[src/rtl/pattern_gen_pkg.sv]
// Shared types and LFSR tap table for the multi-channel test-pattern generator.
package pattern_gen_pkg;

    typedef enum logic [1:0] {
        MODE_UP   = 2'd0,
        MODE_DOWN = 2'd1,
        MODE_LFSR = 2'd2,
        MODE_WALK = 2'd3
    } mode_t;

    typedef enum logic [1:0] {
        IDLE = 2'd0,
        RUN  = 2'd1,
        STEP = 2'd2
    } state_t;

    // Maximal-length XOR masks for a Galois right-shift LFSR, widths 2..32.
    function automatic logic [31:0] taps_for(input int width);
        logic [31:0] t;
        case (width)
            2:       t = 32'h0000_0003;
            3:       t = 32'h0000_0006;
            4:       t = 32'h0000_000C;
            5:       t = 32'h0000_0014;
            6:       t = 32'h0000_0030;
            7:       t = 32'h0000_0060;
            8:       t = 32'h0000_00B8;
            9:       t = 32'h0000_0110;
            10:      t = 32'h0000_0240;
            11:      t = 32'h0000_0500;
            12:      t = 32'h0000_0829;
            13:      t = 32'h0000_100D;
            14:      t = 32'h0000_2015;
            15:      t = 32'h0000_6000;
            16:      t = 32'h0000_D008;
            17:      t = 32'h0001_2000;
            18:      t = 32'h0002_0400;
            19:      t = 32'h0004_0023;
            20:      t = 32'h0009_0000;
            21:      t = 32'h0014_0000;
            22:      t = 32'h0030_0000;
            23:      t = 32'h0042_0000;
            24:      t = 32'h00E1_0000;
            25:      t = 32'h0120_0000;
            26:      t = 32'h0200_0023;
            27:      t = 32'h0400_0013;
            28:      t = 32'h0900_0000;
            29:      t = 32'h1400_0000;
            30:      t = 32'h2000_0029;
            31:      t = 32'h4800_0000;
            32:      t = 32'h8020_0003;
            default: t = 32'h0000_0000;
        endcase
        return t;
    endfunction

endpackage

[src/rtl/pattern_gen_channel.sv]
// One pattern channel: holds mode, seed and current value; advances on tick.
// A config write in the same cycle as a tick takes priority and suppresses wrap.
module pattern_gen_channel
    import pattern_gen_pkg::*;
#(
    parameter int WIDTH = 8
) (
    input  logic             clk,
    input  logic             rst_n,
    input  logic             tick,
    input  logic             wr,
    input  mode_t            wr_mode,
    input  logic [WIDTH-1:0] wr_seed,
    output logic [WIDTH-1:0] value,
    output logic             wrap
);

    localparam logic [WIDTH-1:0] TAPS = WIDTH'(taps_for(WIDTH));

    mode_t            mode_q;
    logic [WIDTH-1:0] seed_q;
    logic [WIDTH-1:0] value_q;
    logic [WIDTH-1:0] next_v;
    logic [WIDTH-1:0] wr_val;
    logic             wrap_c;

    always_comb begin
        next_v = value_q;
        wrap_c = 1'b0;
        case (mode_q)
            MODE_UP: begin
                next_v = value_q + 1'b1;
                wrap_c = &value_q;
            end
            MODE_DOWN: begin
                next_v = value_q - 1'b1;
                wrap_c = (value_q == '0);
            end
            MODE_LFSR: begin
                next_v = (value_q >> 1) ^ (value_q[0] ? TAPS : '0);
                wrap_c = (next_v == seed_q);
            end
            MODE_WALK: begin
                // An all-zero value would never walk; restart from bit 0.
                if (value_q == '0) begin
                    next_v = WIDTH'(1);
                end else begin
                    next_v = {value_q[WIDTH-2:0], value_q[WIDTH-1]};
                    wrap_c = value_q[WIDTH-1];
                end
            end
            default: begin
                next_v = value_q;
                wrap_c = 1'b0;
            end
        endcase
    end

    // LFSR lockup guard: the all-zero state is a fixed point.
    assign wr_val = ((wr_mode == MODE_LFSR) && (wr_seed == '0)) ? WIDTH'(1) : wr_seed;

    always_ff @(posedge clk or negedge rst_n) begin
        if (!rst_n) begin
            mode_q  <= MODE_UP;
            seed_q  <= '0;
            value_q <= '0;
        end else if (wr) begin
            mode_q  <= wr_mode;
            seed_q  <= wr_val;
            value_q <= wr_val;
        end else if (tick) begin
            value_q <= next_v;
        end
    end

    assign value = value_q;
    assign wrap  = tick & ~wr & wrap_c;

endmodule

[src/rtl/pattern_gen.sv]
// Multi-channel test-pattern generator: run-control FSM, prescaler, config decode.
// Optional burst mode (burst_len/done ports) is enabled by defining PATTERN_GEN_BURST_EN.
//
// state | meaning
// IDLE  | stopped, waiting for start or step
// RUN   | ticking every prescale+1 cycles until stop (or burst end)
// STEP  | one forced tick, then back to IDLE
module pattern_gen
    import pattern_gen_pkg::*;
#(
    parameter int  WIDTH      = 8,
    parameter int  CHANNELS   = 4,
    parameter int  PRESCALE_W = 16,
    localparam int CH_W       = (CHANNELS > 1) ? $clog2(CHANNELS) : 1
) (
    input  logic                      clk,
    input  logic                      rst_n,
    input  logic                      start,
    input  logic                      stop,
    input  logic                      step,
    input  logic [PRESCALE_W-1:0]     prescale,
    input  logic                      cfg_valid,
    output logic                      cfg_ready,
    input  logic [CH_W-1:0]           cfg_chan,
    input  logic [1:0]                cfg_mode,
    input  logic [WIDTH-1:0]          cfg_seed,
`ifdef PATTERN_GEN_BURST_EN
    input  logic [15:0]               burst_len,
    output logic                      done,
`endif
    output logic [CHANNELS*WIDTH-1:0] data,
    output logic                      data_valid,
    output logic [CHANNELS-1:0]       wrap,
    output logic                      busy
);

    state_t                state_q, state_d;
    logic [PRESCALE_W-1:0] cnt_q, cnt_d;
    logic                  tick;
    logic                  burst_last;
    logic                  cfg_wr;
    logic [CHANNELS-1:0]   wr_c;
    logic [CHANNELS-1:0]   wrap_c;
    logic [CHANNELS-1:0]   wrap_q;
    logic                  data_valid_q;

`ifdef PATTERN_GEN_BURST_EN
    logic [15:0] burst_len_q;
    logic [15:0] burst_cnt_q;
    logic        done_q;
`endif

    always_comb begin
        state_d    = state_q;
        cnt_d      = '0;
        tick       = 1'b0;
        burst_last = 1'b0;
        case (state_q)
            IDLE: begin
                if (start) begin
                    state_d = RUN;
                end else if (step) begin
                    state_d = STEP;
                end
            end
            RUN: begin
                // >= so that lowering prescale below the count ticks at once.
                tick  = (cnt_q >= prescale);
                cnt_d = tick ? '0 : cnt_q + 1'b1;
`ifdef PATTERN_GEN_BURST_EN
                burst_last = tick && (burst_len_q != 16'd0) &&
                             (burst_cnt_q == burst_len_q - 16'd1);
                if (burst_last) begin
                    state_d = IDLE;
                end
`endif
            end
            STEP: begin
                tick    = 1'b1;
                state_d = IDLE;
            end
            default: state_d = IDLE;
        endcase
        if (stop) begin
            state_d = IDLE;
        end
    end

    always_ff @(posedge clk or negedge rst_n) begin
        if (!rst_n) begin
            state_q      <= IDLE;
            cnt_q        <= '0;
            data_valid_q <= 1'b0;
            wrap_q       <= '0;
        end else begin
            state_q      <= state_d;
            cnt_q        <= cnt_d;
            data_valid_q <= tick;
            wrap_q       <= wrap_c;
        end
    end

`ifdef PATTERN_GEN_BURST_EN
    always_ff @(posedge clk or negedge rst_n) begin
        if (!rst_n) begin
            burst_len_q <= '0;
            burst_cnt_q <= '0;
            done_q      <= 1'b0;
        end else begin
            done_q <= burst_last;
            if ((state_q == IDLE) && start && !stop) begin
                burst_len_q <= burst_len;
                burst_cnt_q <= '0;
            end else if ((state_q == RUN) && tick) begin
                burst_cnt_q <= burst_cnt_q + 16'd1;
            end
        end
    end

    assign done = done_q;
`endif

    assign cfg_ready = 1'b1;
    assign cfg_wr    = cfg_valid & cfg_ready;

    for (genvar c = 0; c < CHANNELS; c++) begin : g_chan
        // Out-of-range channel numbers simply match no channel.
        assign wr_c[c] = cfg_wr && (cfg_chan == CH_W'(c));

        pattern_gen_channel #(
            .WIDTH (WIDTH)
        ) u_chan (
            .clk     (clk),
            .rst_n   (rst_n),
            .tick    (tick),
            .wr      (wr_c[c]),
            .wr_mode (mode_t'(cfg_mode)),
            .wr_seed (cfg_seed),
            .value   (data[c*WIDTH +: WIDTH]),
            .wrap    (wrap_c[c])
        );
    end

    assign data_valid = data_valid_q;
    assign wrap       = wrap_q;
    assign busy       = (state_q != IDLE);

    // Silences the unused-bit case where burst mode is compiled out.
    logic unused_ok;
    assign unused_ok = burst_last;

endmodule
[config.mk]
export PLATFORM = sky130hd
export DESIGN_NAME = pattern_gen
export DESIGN_NICKNAME = d
export VERILOG_FILES = /design/src/rtl/pattern_gen_pkg.sv /design/src/rtl/pattern_gen_channel.sv /design/src/rtl/pattern_gen.sv
export SDC_FILE = /design/constraint.sdc
export NUM_CORES = 1
export LEC_CHECK = 0
export ABC_AREA = 1
export CAP_MARGIN = 5
export CORE_ASPECT_RATIO = 1.4
export CORE_MARGIN = 3
export CORE_UTILIZATION = 55
export DETAILED_ROUTE_END_ITERATION = 10
export GPL_ROUTABILITY_DRIVEN = 0
export GPL_TIMING_DRIVEN = 0
export PLACE_DENSITY = 0.85
export SLEW_MARGIN = 10
export SYNTH_ARGS = -nofsm -noshare
export SYNTH_HDL_FRONTEND = slang
export SYNTH_SLANG_ARGS = --single-unit
[constraint.sdc]
create_clock -name clk -period 2.8 [get_ports clk]
set_input_delay 0.84 -clock clk [delete_from_list [all_inputs] [get_ports clk]]
set_output_delay 0.84 -clock clk [all_outputs]
set_load 0.01 [all_outputs]
==> run_summary.xml, run 1 <==
<?xml version="1.0" encoding="UTF-8"?>
<metrics>
  <group name="synth">
    <metric name="edff_count_synth" unit="">0</metric>
    <metric name="syn-instance-count" unit="">1028</metric>
    <metric name="seq_area_frac_synth" unit="%">33.07</metric>
    <metric name="count_of_state_elements_after_synthesis" unit="">95</metric>
    <metric name="synthesis.area" unit="µm²">7188</metric>
    <metric name="fraction_of_the_mapped_netlist_area_in_simple_logic_gates" unit="%">30.98</metric>
    <metric name="netlist.area_leader.share" unit="%">33.07</metric>
    <metric name="synth_area_in_compound_gates" unit="%">13.23</metric>
    <metric name="synth_async_sr_flop_share" unit="%">100.0</metric>
    <metric name="post-synth-top-count-cell" unit="">nand2_1</metric>
    <metric name="synth_cell_type_count" unit="">45</metric>
    <metric name="synth_warnings" unit="">0</metric>
    <metric name="synth_xor_xnor_area_share" unit="%">3.777</metric>
    <metric name="synth.cells.most_frequent" unit="">296 x nand2_1, 144 x inv_1, 95 x dfrtp_1</metric>
    <metric name="combinational_family_with_the_most_area_after_synthesis" unit="">simple AND/OR/NAND/NOR gates</metric>
    <metric name="post_synth_fa_ha_maj_area_fraction" unit="%">8.773</metric>
    <metric name="synthesis.nets" unit="">1110</metric>
    <metric name="synth_mux_area_share" unit="%">0</metric>
    <metric name="mean_area_per_synthesized_cell" unit="µm²">6.992</metric>
    <metric name="synthTopCellsByArea" unit="">dfrtp_1 33%, nand2_1 15%, ha_1 7.7%</metric>
    <metric name="most_used_flip_flop_cell_after_synthesis" unit="">dfrtp_1</metric>
    <metric name="synthDominantAreaCellType" unit="">dfrtp_1</metric>
  </group>
  <group name="place">
    <metric name="detailedPlacementHpwl" unit="µm">14620</metric>
    <metric name="port-buffer-count" unit="">71</metric>
    <metric name="placed_cell_area" unit="µm²">8112</metric>
    <metric name="pre_cts_slack" unit="ps">-200.3</metric>
  </group>
  <group name="critical_path">
    <metric name="endpoint_kind" unit="">flip-flop</metric>
    <metric name="reg2reg_depth" unit="">13</metric>
    <metric name="worst-r2r-setup-slack" unit="ps">230</metric>
    <metric name="critPathRequiredTime" unit="ps">3080</metric>
    <metric name="path_class" unit="">primary input to flip-flop</metric>
    <metric name="timing.critical_path.arrival" unit="ps">2940</metric>
    <metric name="setup.worst_path.start_class" unit="">primary input</metric>
    <metric name="reg2reg_from" unit="">g_chan[2].u_chan.mode_q[1]</metric>
    <metric name="crit_fanout" unit="">10</metric>
    <metric name="r2r_end" unit="">g_chan[2].u_chan.value[6]</metric>
  </group>
  <group name="grt">
    <metric name="grt_first_pass_wirelength" unit="µm">32470</metric>
    <metric name="global_route.overflow_total" unit="">0</metric>
    <metric name="globalRouteTotalUtil" unit="%">27.84</metric>
    <metric name="grt_antenna_before_repair" unit="">0</metric>
    <metric name="number_of_global_route_vias_before_repair" unit="">7046</metric>
    <metric name="largest_net_degree_at_the_start_of_global_routing" unit="">66</metric>
  </group>
  <group name="routing">
    <metric name="wire_length_after_detailed_routing" unit="µm">19720</metric>
    <metric name="remaining_drc_errors" unit="">0</metric>
    <metric name="initialDrtViolationCount" unit="">574</metric>
    <metric name="total_via_count_after_detailed_routing" unit="">7324</metric>
    <metric name="route.detailed.vias_per_inst" unit="">5.785</metric>
    <metric name="ant_nets" unit="">0</metric>
    <metric name="detailedRoute.firstPassIterationCount" unit="">5</metric>
    <metric name="drt-wirelength-per-cell" unit="µm">15.58</metric>
  </group>
  <group name="finish">
    <metric name="antenna_cells" unit="">0</metric>
    <metric name="num-nets-final" unit="">1193</metric>
    <metric name="multiInputGateArea" unit="µm²">4084</metric>
    <metric name="area.sequential" unit="µm²">2377</metric>
    <metric name="layout.filler_cells" unit="">1037</metric>
    <metric name="final_area" unit="µm²">8416</metric>
    <metric name="post_route_cells_drive_above_1_share" unit="%">5.645</metric>
    <metric name="area_growth_syn_to_layout" unit="%">17.08</metric>
    <metric name="final_util" unit="%">67.05</metric>
  </group>
  <group name="timing">
    <metric name="max_freq" unit="MHz">375.9</metric>
    <metric name="worst_slack" unit="ps">140.0</metric>
    <metric name="timing.final.crit_period" unit="ps">2660</metric>
    <metric name="max_slew.worst_pin.slew" unit="ps">550.6</metric>
    <metric name="maxSlewHeadroom" unit="%">62.96</metric>
    <metric name="final_max_slew_viol_count" unit="">0</metric>
    <metric name="final_hold_viol_count" unit="">0</metric>
    <metric name="fin_tns_setup" unit="ps">0</metric>
    <metric name="final.setup_skew" unit="ps">9.702</metric>
    <metric name="grt_setup_unrepaired" unit="">no</metric>
    <metric name="layout_worst_path_cycle_share" unit="%">95.00</metric>
    <metric name="setup_viol" unit="">0</metric>
  </group>
  <group name="outcome">
    <metric name="outcome" unit="">completed</metric>
  </group>
  <group name="die">
    <metric name="rows" unit="">48</metric>
    <metric name="die-area" unit="µm²">14500</metric>
    <metric name="io-pin-count" unit="">73</metric>
    <metric name="chipWidth" unit="µm">102.6</metric>
    <metric name="area_of_the_core_region" unit="µm²">12550</metric>
    <metric name="dieHeight" unit="µm">141.3</metric>
    <metric name="initial_core_util" unit="%">57.27</metric>
  </group>
  <group name="clock_tree">
    <metric name="numCtsBuffers" unit="">9</metric>
    <metric name="cts_max_path_bufs" unit="">2</metric>
    <metric name="number_of_sinks_handled_by_clock_tree_synthesis" unit="">95</metric>
    <metric name="worst_setup_hold_path_clk_slew" unit="ps">70</metric>
    <metric name="htree_levels" unit="">3</metric>
    <metric name="clkLatencyLatePin" unit="ps">350</metric>
    <metric name="postCtsResizedCells" unit="">0</metric>
    <metric name="clock_tree.root_cell" unit="">clkbuf_16</metric>
    <metric name="tritoncts_clock_tree" unit="">done</metric>
    <metric name="cts_hold_buf" unit="">0</metric>
    <metric name="postCtsSetupBuffers" unit="">0</metric>
  </group>
  <group name="run">
    <metric name="cap_violations" unit="">0</metric>
  </group>
  <group name="pwr">
    <metric name="power.leakage" unit="µW">0.004306</metric>
    <metric name="vdd_ir_drop_max" unit="µV">454.5</metric>
    <metric name="power_density_over_cell_area" unit="nW/µm²">836.2</metric>
  </group>
  <group name="min_path">
    <metric name="worst_hold_path_type" unit="">primary input to async pin</metric>
  </group>
</metrics>
-- critical path, cell delays in order --
cell	delay [ps]
clkdlybuf4s50_1	450
inv_1	50
ha_1	330
a21oi_1	170
nand3_1	110
nand2_1	70
nand2_1	60
nand2_1	80
nand2_1	50
nand2_1	70
nand2_2	60
nand2_4	80
buf_2	300
nand3_1	130
nand2_1	100
-- area by class of cell --
class	instances	area share [%]
well taps	150	2.230
inverters	151	6.750
clock buffers	10	2.840
multi-input cells	754	48.53
clock inverters	6	0.7731
repair buffers	72	8.742
plain buffers	28	1.888
flip-flops and latches	95	28.25
-- how the worst max path moves through the flow --
stage                                from                         to  slack, ps
2_1_floorplan  g_chan[1].u_chan.mode_q[1]  g_chan[1].u_chan.value[6]        570
3_3_place_gp                        rst_n  g_chan[0].u_chan.value[2]      -2560
3_5_place_dp                  prescale[3]  g_chan[2].u_chan.value[6]       -200
4_1_cts                       prescale[3]  g_chan[1].u_chan.value[5]        120
5_1_grt        g_chan[1].u_chan.mode_q[0]  g_chan[1].u_chan.value[6]         30
6_report                      prescale[3]  g_chan[1].u_chan.value[5]        140
-- power by group --
| part | internal [µW] | leakage (µW) | switching (µW) |
|---|---|---|---|
| Sequential | 1680 | 0.00122 | 493 |
| Clock | 720 | 0.000149 | 554 |
| Combinational | 1520 | 0.00293 | 2070 |
-- layout by cell type (no fill, tap or decap), drive strengths merged, types with 13 or more instances in the layout --
cell type	instances
a21oi	34
buf	22
clkbuf	18
clkdlybuf4s50	70
dfrtp	95
ha	44
inv	151
nand2	303
nand3	77
nor2	83
nor4	13
o21ai	66
o22ai	32
xnor2	17
xor2	14
-- state kept, by name, indices dropped and copies added, names as in the netlist --
| name | flops |
|---|---|
| cnt_q | 16 |
| g_chan.u_chan.value | 32 |
| wrap | 4 |
| g_chan.u_chan.seed_q | 32 |
| data_valid | 1 |
| g_chan.u_chan.mode_q | 8 |
| state_q | 2 |
-- cell families (layout without fill, tap and decap cells) --
family,Yosys count,in the layout
AOI/OAI and AO/OA,164,164
xor gates and xnor gates,31,31
adders and majority gates,48,48
buffers and inverters,179,267
DFF,95,95
other,1,1
and+or+nand+nor,510,510
-- metrics by stage --
stage | power (µW) | cells | hold slack, ps
floorplan | 4467 | 1028 | 453.8
global route | 7562 | 1266 | 463.7
detailed placement | 5682 | 1250 | 478.8
finish | 7037 | 1266 | 438.7
global placement | 5579 | 1249 | 471.4
CTS | 6986 | 1266 | 447.8
-- routing by layer --
metal	GRT usage, %	vias up	share of wire [%]
li1	-	3527	-
met1	33.05	3324	39
met5	0	-	0
met3	4.181	98	6.6
met4	12.85	0	4.9
met2	48.60	375	50
(Power assumes the default switching activity.)
==> run 2, diff against run 1 <==
Clock period 2.8 ns to 3.07 ns, I/O delays scaled along.
==> results of run 2 <==
Same layout as run 1 (identical final DEF). Status: completed.
Main changes from that run: setup slack after placement -200.3 ps -> -11.26 ps; setup slack after layout 140.0 ps -> 329.0 ps; hold slack 438.7 ps -> 491.5 ps; register-to-register setup slack 230 ps -> 500 ps; total power 7037 µW -> 6418 µW; worst IR drop on VDD 454.5 µV -> 414.6 µV
==> run 3, diff against run 2 <==
Settings changed: CAP_MARGIN 5 to 20.
==> results of run 3 <==
Same layout as run 1 (identical final DEF). Status: completed.
Main changes from that run: setup slack after placement -200.3 ps -> -11.26 ps; setup slack after layout 140.0 ps -> 329.0 ps; hold slack 438.7 ps -> 491.5 ps; register-to-register setup slack 230 ps -> 500 ps; total power 7037 µW -> 6418 µW; worst IR drop on VDD 454.5 µV -> 414.6 µV
